### config.mk
export PLATFORM = sky130hd
export DESIGN_NAME = testreg_uart_reporter
export DESIGN_NICKNAME = d
export VERILOG_FILES = /design/src/rtl/testreg_uart_reporter.sv
export SDC_FILE = /design/constraint.sdc
export NUM_CORES = 1
export LEC_CHECK = 0
export ABC_AREA = 1
export BUFFER_PORTS_ARGS = -buffer_cell sky130_fd_sc_hd__buf_2
export CAP_MARGIN = 20
export CORE_MARGIN = 2
export CORE_UTILIZATION = 35
export CTS_BUF_LIST = sky130_fd_sc_hd__clkbuf_8
export DETAILED_ROUTE_END_ITERATION = 8
export PLACE_DENSITY = 0.55
export SYNTH_ARGS = -nofsm -noshare
export SYNTH_HDL_FRONTEND = slang
export SYNTH_SLANG_ARGS = --single-unit
### constraint.sdc
create_clock -name clk -period 6.03 [get_ports clk]
set_clock_uncertainty 0.15 [all_clocks]
set_input_delay 1.206 -clock clk [delete_from_list [all_inputs] [get_ports clk]]
set_output_delay 1.206 -clock clk [all_outputs]
set_load 0.01 [all_outputs]
### src/rtl/testreg_uart_reporter.sv
`default_nettype none
// +----------------------------------------------------------------------------+
// | Module      : testreg_uart_reporter                                        |
// | Description : Watches the test-register TEST_PROGRESS / TEST_PASS /        |
// |               TEST_FAIL values and reports them as 15-byte ASCII lines     |
// |               ("PROG "/"PASS "/"FAIL " + 8 hex digits + CR LF) on an 8N1   |
// |               UART transmit pin.                                           |
// | Ports       : clk           - system clock, rising edge                    |
// |               rst_n         - asynchronous active-low reset                |
// |               test_progress - TEST_PROGRESS value (change => PROG line)    |
// |               test_pass     - TEST_PASS value (nonzero => PASS line)       |
// |               test_fail     - TEST_FAIL value (nonzero => FAIL line)       |
// |               uart_tx       - serial output, idle high                     |
// |               busy          - high while a message is being sent           |
// |               done          - sticky, set when PASS/FAIL is launched       |
// | Revision    : 1.0 - initial release                                        |
// +----------------------------------------------------------------------------+
module testreg_uart_reporter #(
  parameter int CLK_DIV = 434
) (
  input  logic        clk,
  input  logic        rst_n,
  input  logic [31:0] test_progress,
  input  logic [31:0] test_pass,
  input  logic [31:0] test_fail,
  output logic        uart_tx,
  output logic        busy,
  output logic        done
);

  localparam int            CW        = (CLK_DIV > 1) ? $clog2(CLK_DIV) : 1;
  localparam logic [CW-1:0] CNT_MAX   = CW'(CLK_DIV - 1);
  localparam logic [CW-1:0] CNT_ONE   = CW'(1);
  localparam logic [3:0]    LAST_BYTE = 4'd14;

  typedef enum logic [1:0] {ST_IDLE, ST_START, ST_DATA, ST_STOP} state_t;
  typedef enum logic [1:0] {MSG_PROG, MSG_PASS, MSG_FAIL} msg_t;

  state_t        state_q, state_d;
  msg_t          msg_q,   msg_d;
  logic [CW-1:0] cnt_q,   cnt_d;
  logic [2:0]    bit_q,   bit_d;
  logic [3:0]    byte_q,  byte_d;
  logic          tx_q,    tx_d;
  logic [31:0]   snap_q,  snap_d;
  logic [31:0]   prev_q,  prev_d;
  logic          pend_q,  pend_d;
  logic          done_q,  done_d;
  logic          init_q,  init_d;

  logic [39:0]   tag;
  logic [7:0]    tag_char;
  logic [3:0]    nib;
  logic [7:0]    hex_char;
  logic [7:0]    cur_byte;
  logic [2:0]    bit_nxt;
  logic          start;

  // Character generation for the byte currently on the wire.
  always_comb begin
    case (msg_q)
      MSG_PASS: tag = "PASS ";
      MSG_FAIL: tag = "FAIL ";
      default:  tag = "PROG ";
    endcase
  end

  // Bytes 0..4: tag characters, leftmost character first.
  assign tag_char = 8'(tag >> {(3'd4 - byte_q[2:0]), 3'b000});
  // Bytes 5..12: snapshot nibbles, most significant first.
  assign nib      = 4'(snap_q >> {(4'd12 - byte_q), 2'b00});
  assign hex_char = (nib < 4'd10) ? {4'h3, nib} : (8'h37 + {4'h0, nib});

  always_comb begin
    if (byte_q < 4'd5)       cur_byte = tag_char;
    else if (byte_q < 4'd13) cur_byte = hex_char;
    else if (byte_q == 4'd13) cur_byte = 8'h0D;
    else                     cur_byte = 8'h0A;
  end

  assign bit_nxt = bit_q + 3'd1;

  // tx_d always carries the line level for the state being entered, so
  // uart_tx comes straight from a flop.
  always_comb begin
    state_d = state_q;
    msg_d   = msg_q;
    cnt_d   = cnt_q;
    bit_d   = bit_q;
    byte_d  = byte_q;
    tx_d    = tx_q;
    snap_d  = snap_q;
    prev_d  = prev_q;
    pend_d  = pend_q;
    done_d  = done_q;
    init_d  = init_q;
    start   = 1'b0;

    if (!init_q) begin
      // First edge out of reset only captures the current progress value.
      init_d = 1'b1;
      prev_d = test_progress;
    end else begin
      case (state_q)
        ST_IDLE: begin
          tx_d = 1'b1;
          if (!done_q) begin
            if (test_fail != 32'd0) begin
              msg_d  = MSG_FAIL;
              snap_d = test_fail;
              done_d = 1'b1;
              start  = 1'b1;
            end else if (test_pass != 32'd0) begin
              msg_d  = MSG_PASS;
              snap_d = test_pass;
              done_d = 1'b1;
              start  = 1'b1;
            end else if (pend_q) begin
              msg_d  = MSG_PROG;
              snap_d = prev_q;
              pend_d = 1'b0;
              start  = 1'b1;
            end
          end
          if (start) begin
            state_d = ST_START;
            cnt_d   = CNT_MAX;
            byte_d  = 4'd0;
            tx_d    = 1'b0;
          end
        end
        ST_START: begin
          if (cnt_q == '0) begin
            state_d = ST_DATA;
            cnt_d   = CNT_MAX;
            bit_d   = 3'd0;
            tx_d    = cur_byte[0];
          end else begin
            cnt_d = cnt_q - CNT_ONE;
          end
        end
        ST_DATA: begin
          if (cnt_q == '0) begin
            cnt_d = CNT_MAX;
            if (bit_q == 3'd7) begin
              state_d = ST_STOP;
              tx_d    = 1'b1;
            end else begin
              bit_d = bit_nxt;
              tx_d  = cur_byte[bit_nxt];
            end
          end else begin
            cnt_d = cnt_q - CNT_ONE;
          end
        end
        ST_STOP: begin
          if (cnt_q == '0) begin
            if (byte_q == LAST_BYTE) begin
              state_d = ST_IDLE;
              tx_d    = 1'b1;
            end else begin
              state_d = ST_START;
              cnt_d   = CNT_MAX;
              byte_d  = byte_q + 4'd1;
              tx_d    = 1'b0;
            end
          end else begin
            cnt_d = cnt_q - CNT_ONE;
          end
        end
        default: begin
          state_d = ST_IDLE;
          tx_d    = 1'b1;
        end
      endcase

      // A change seen on the launch edge itself is still reported later.
      if (test_progress != prev_q) begin
        prev_d = test_progress;
        pend_d = 1'b1;
      end
      // After PASS/FAIL nothing else is ever reported.
      if (done_d) begin
        pend_d = 1'b0;
      end
    end
  end

  always_ff @(posedge clk or negedge rst_n) begin
    if (!rst_n) begin
      state_q <= ST_IDLE;
      msg_q   <= MSG_PROG;
      cnt_q   <= '0;
      bit_q   <= 3'd0;
      byte_q  <= 4'd0;
      tx_q    <= 1'b1;
      snap_q  <= 32'd0;
      prev_q  <= 32'd0;
      pend_q  <= 1'b0;
      done_q  <= 1'b0;
      init_q  <= 1'b0;
    end else begin
      state_q <= state_d;
      msg_q   <= msg_d;
      cnt_q   <= cnt_d;
      bit_q   <= bit_d;
      byte_q  <= byte_d;
      tx_q    <= tx_d;
      snap_q  <= snap_d;
      prev_q  <= prev_d;
      pend_q  <= pend_d;
      done_q  <= done_d;
      init_q  <= init_d;
    end
  end

  assign uart_tx = tx_q;
  assign busy    = (state_q != ST_IDLE);
  assign done    = done_q;

endmodule
`default_nettype wire
==> flow_summary.ini <==
[power]
vdd_drop_max_mv = 0.117
swShare = 0.288
clockPowerShare = 0.337
comb_power_share = 0.176
power_mw = 1.38
p_sw_mw = 0.398
power_frac_seq = 0.487
power_density_nw_per_um2 = 227
intPower_mw = 0.983
p_leak_nw = 3.06

[synth]
synth-seq-cells = 88
synth_common_cells = nand2_1 (171), dfrtp_1 (87), inv_1 (79)
synth_area_leader_cell = dfrtp_1
synth_warnings = 0
synth.net_count = 830
synthFlopType = dfrtp_1
seq_area_frac_synth = 0.416
synthMostInstantiatedCell = nand2_1
async_flop_share = 1.00
netlist_area_um2 = 5300
synth_cells = 715
synth_top_area_frac = 0.411
synth_edf_count = 0
synth_area_per_cell_um2 = 7.42
synthTopCellsByArea = dfrtp_1 (41%), nand2_1 (12%), o21ai_0 (6.9%)
synth_cell_types = 38

[clocking]
cts-resized-gates = 0
cts_sinks = 88
cts-root-buf = clkbuf_8
holdBufCountCts = 0
clk_pin_slew_ns = 0.09
post-cts-setup-buffer-count = 0
numCtsBuffers = 9
worstSkewPairLatency_ns = 0.36
clock_path_buffers = 2
cts_tree = done
htreeDepth = 3

[global_route]
grtUsageMet2 = 0.316
grt_use_total = 0.194
grt_pass1_vias = 4897
grt_start_max_net_pins = 65
met1_usage = 0.269
grtUsageMet3 = 0.0247
grt-ovfl-total = 0
top_usage_layer = met2
antenna_found_initial = 1
grt_pass1_wl_mm = 24.8

[min_path]
min_from = uart_tx$_DFFE_PN1P_
hold_depth = 2
hold_path_class = reg2reg
holdPathEnd = uart_tx$_DFFE_PN1P_

[floorplanning]
dieWidth_um = 127
placementRows = 44
chipHeight_um = 127
coreArea_um2 = 14600
start_util = 0.362
num_io_pins = 101
dieArea_um2 = 16200

[placement]
dp_hpwl_mm = 12.3
gp_congestion = 0.948
io_buffers = 100
place_area_um2 = 5840
pre_cts_ws_ns = 1.95

[setup_path]
critical_path_arrival_ns = 4.26
worst_setup_path_end_kind = flop
crit_path_max_fanout = 27
timing.rr.end = uart_tx$_DFFE_PN1P_
rr_worst_depth = 16
worstSetupPathType = reg2reg
worstSetupStartpointType = flop
r2r_setup_slack_ns = 1.93
reg2reg_from = byte_q[0]$_DFFE_PN0P_
required_ns = 6.19

[routing]
drcViolationCount = 0
viasPerCell = 5.11
totalWireLength_mm = 15.4
wl_per_cell_um = 15.8
ant_nets = 0
vias = 4955
drtIter0Drc = 310
firstDrtPassIters = 5

[layout]
regArea_um2 = 2200
syn_to_final_growth_pct = 14.5
finalNetCount = 895
multi_input_area_um2 = 2570
utilization = 0.415
drive_gt1_frac = 0.183
fin_area_um2 = 6070
n_fill_cell = 1542

[timing]
setup_ws_ns = 1.93
fmax_ghz = 0.244
tns_ns = 0
drv_slew = 0
hold_viol = 0
post-route-period-util = 0.680
slew_headroom = 0.445
finalSetupViolCount = 0
rsz0062_at_grt = no
period_minus_slack_ns = 4.10
worstMarginPinSlew_ns = 0.833

[flow_run]
timing.max_cap.violations = 0

[status]
status = completed
per-stage QoR:
step / cells / hold WS (ns)
global route: 970 / 0.350
CTS: 969 / 0.335
floorplan: 715 / 0.292
detailed placement: 953 / 0.314
global placement: 953 / 0.318
finish: 970 / 0.337
routing by layer:
layer / up-vias / wire, um / share of wire
met5: - / 0 / 0
met4: 0 / 351 / 0.023
met3: 24 / 634 / 0.041
met2: 150 / 7120 / 0.46
met1: 2339 / 7260 / 0.47
li1: 2442 / - / -
state kept, by name, indices dropped and copies added (netlist names):
register,cells
prev_q,32
bit_q,3
cnt_q,9
pend_q,1
uart_tx,1
snap_q,32
done,1
msg_q,2
state_q,2
init_q,1
byte_q,4
area by class of cell:
type                       instances  share of cell area
clock buffer                      10              0.0227
inverter                          84              0.0519
tap                              184              0.0379
timing repair buffer             103              0.0865
clock inverter                     6              0.0148
multi-input combinational        494               0.423
sequential                        88               0.363
antenna                            1            0.000412
cell usage in the layout (no fill, tap or decap), types with 2 or more instances in the layout:
cell / n
nand2_1: 171
buf_2: 99
dfrtp_1: 87
inv_1: 79
o21ai_0: 73
nor2_1: 49
a21oi_1: 44
nand3_1: 25
xnor2_1: 21
nor4_1: 20
ha_1: 17
nand4_1: 14
or2_2: 10
clkbuf_8: 10
o21ai_1: 8
o21bai_1: 6
o21ai_2: 5
o31ai_1: 5
nor3_1: 5
xor2_1: 4
buf_4: 4
nand2_2: 3
inv_2: 3
clkinv_1: 2
nor2_2: 2
a21o_1: 2
o22ai_1: 2
bufinv_16: 2
worst max-delay path, stage by stage (launching register included):
cell and delay, ns:
dfrtp_1 0.82, clkinv_1 0.65, ha_1 0.71, clkinv_1 0.31
nand2_1 0.16, nand3_1 0.08, nand3_1 0.17, nand2_1 0.11
nand2_1 0.13, inv_1 0.08, o21ai_0 0.21, nand2_1 0.09
a31oi_1 0.17, nand2_1 0.07, nand2_1 0.05, nand2_1 0.04
nand2_1 0.05
power groups by stage:
stage	registers (mW)	logic [mW]	clock network (mW)
6_report	0.672	0.244	0.465
5_1_grt	0.679	0.279	0.499
4_1_cts	0.671	0.244	0.474
3_5_place_dp	0.683	0.243	0
3_3_place_gp	0.681	0.237	0
2_1_floorplan	0.675	0.153	0
cells by family (layout without fill, tap and decap cells):
| family | count (synthesis) | count (layout) | share of synthesized area |
|---|---|---|---|
| compound gates | 151 | 151 | 0.156 |
| xor+xnor | 25 | 25 | 0.0413 |
| fa+ha+maj | 17 | 17 | 0.0401 |
| buf+inv | 133 | 203 | 0.101 |
| flops | 88 | 88 | 0.416 |
| other cells | 1 | 2 | 0.000707 |
| simple gates | 300 | 300 | 0.245 |
how the worst max path moves through the flow:
stage,start,to
after floorplan,test_fail[24],cnt_q[2]$_DFFE_PN0P_
after global placement,byte_q[0]$_DFFE_PN0P_,uart_tx$_DFFE_PN1P_
after detailed placement,byte_q[0]$_DFFE_PN0P_,uart_tx$_DFFE_PN1P_
after CTS,byte_q[0]$_DFFE_PN0P_,uart_tx$_DFFE_PN1P_
after global routing,byte_q[0]$_DFFE_PN0P_,uart_tx$_DFFE_PN1P_
final,byte_q[0]$_DFFE_PN0P_,uart_tx$_DFFE_PN1P_
(Power assumes the default switching activity.)
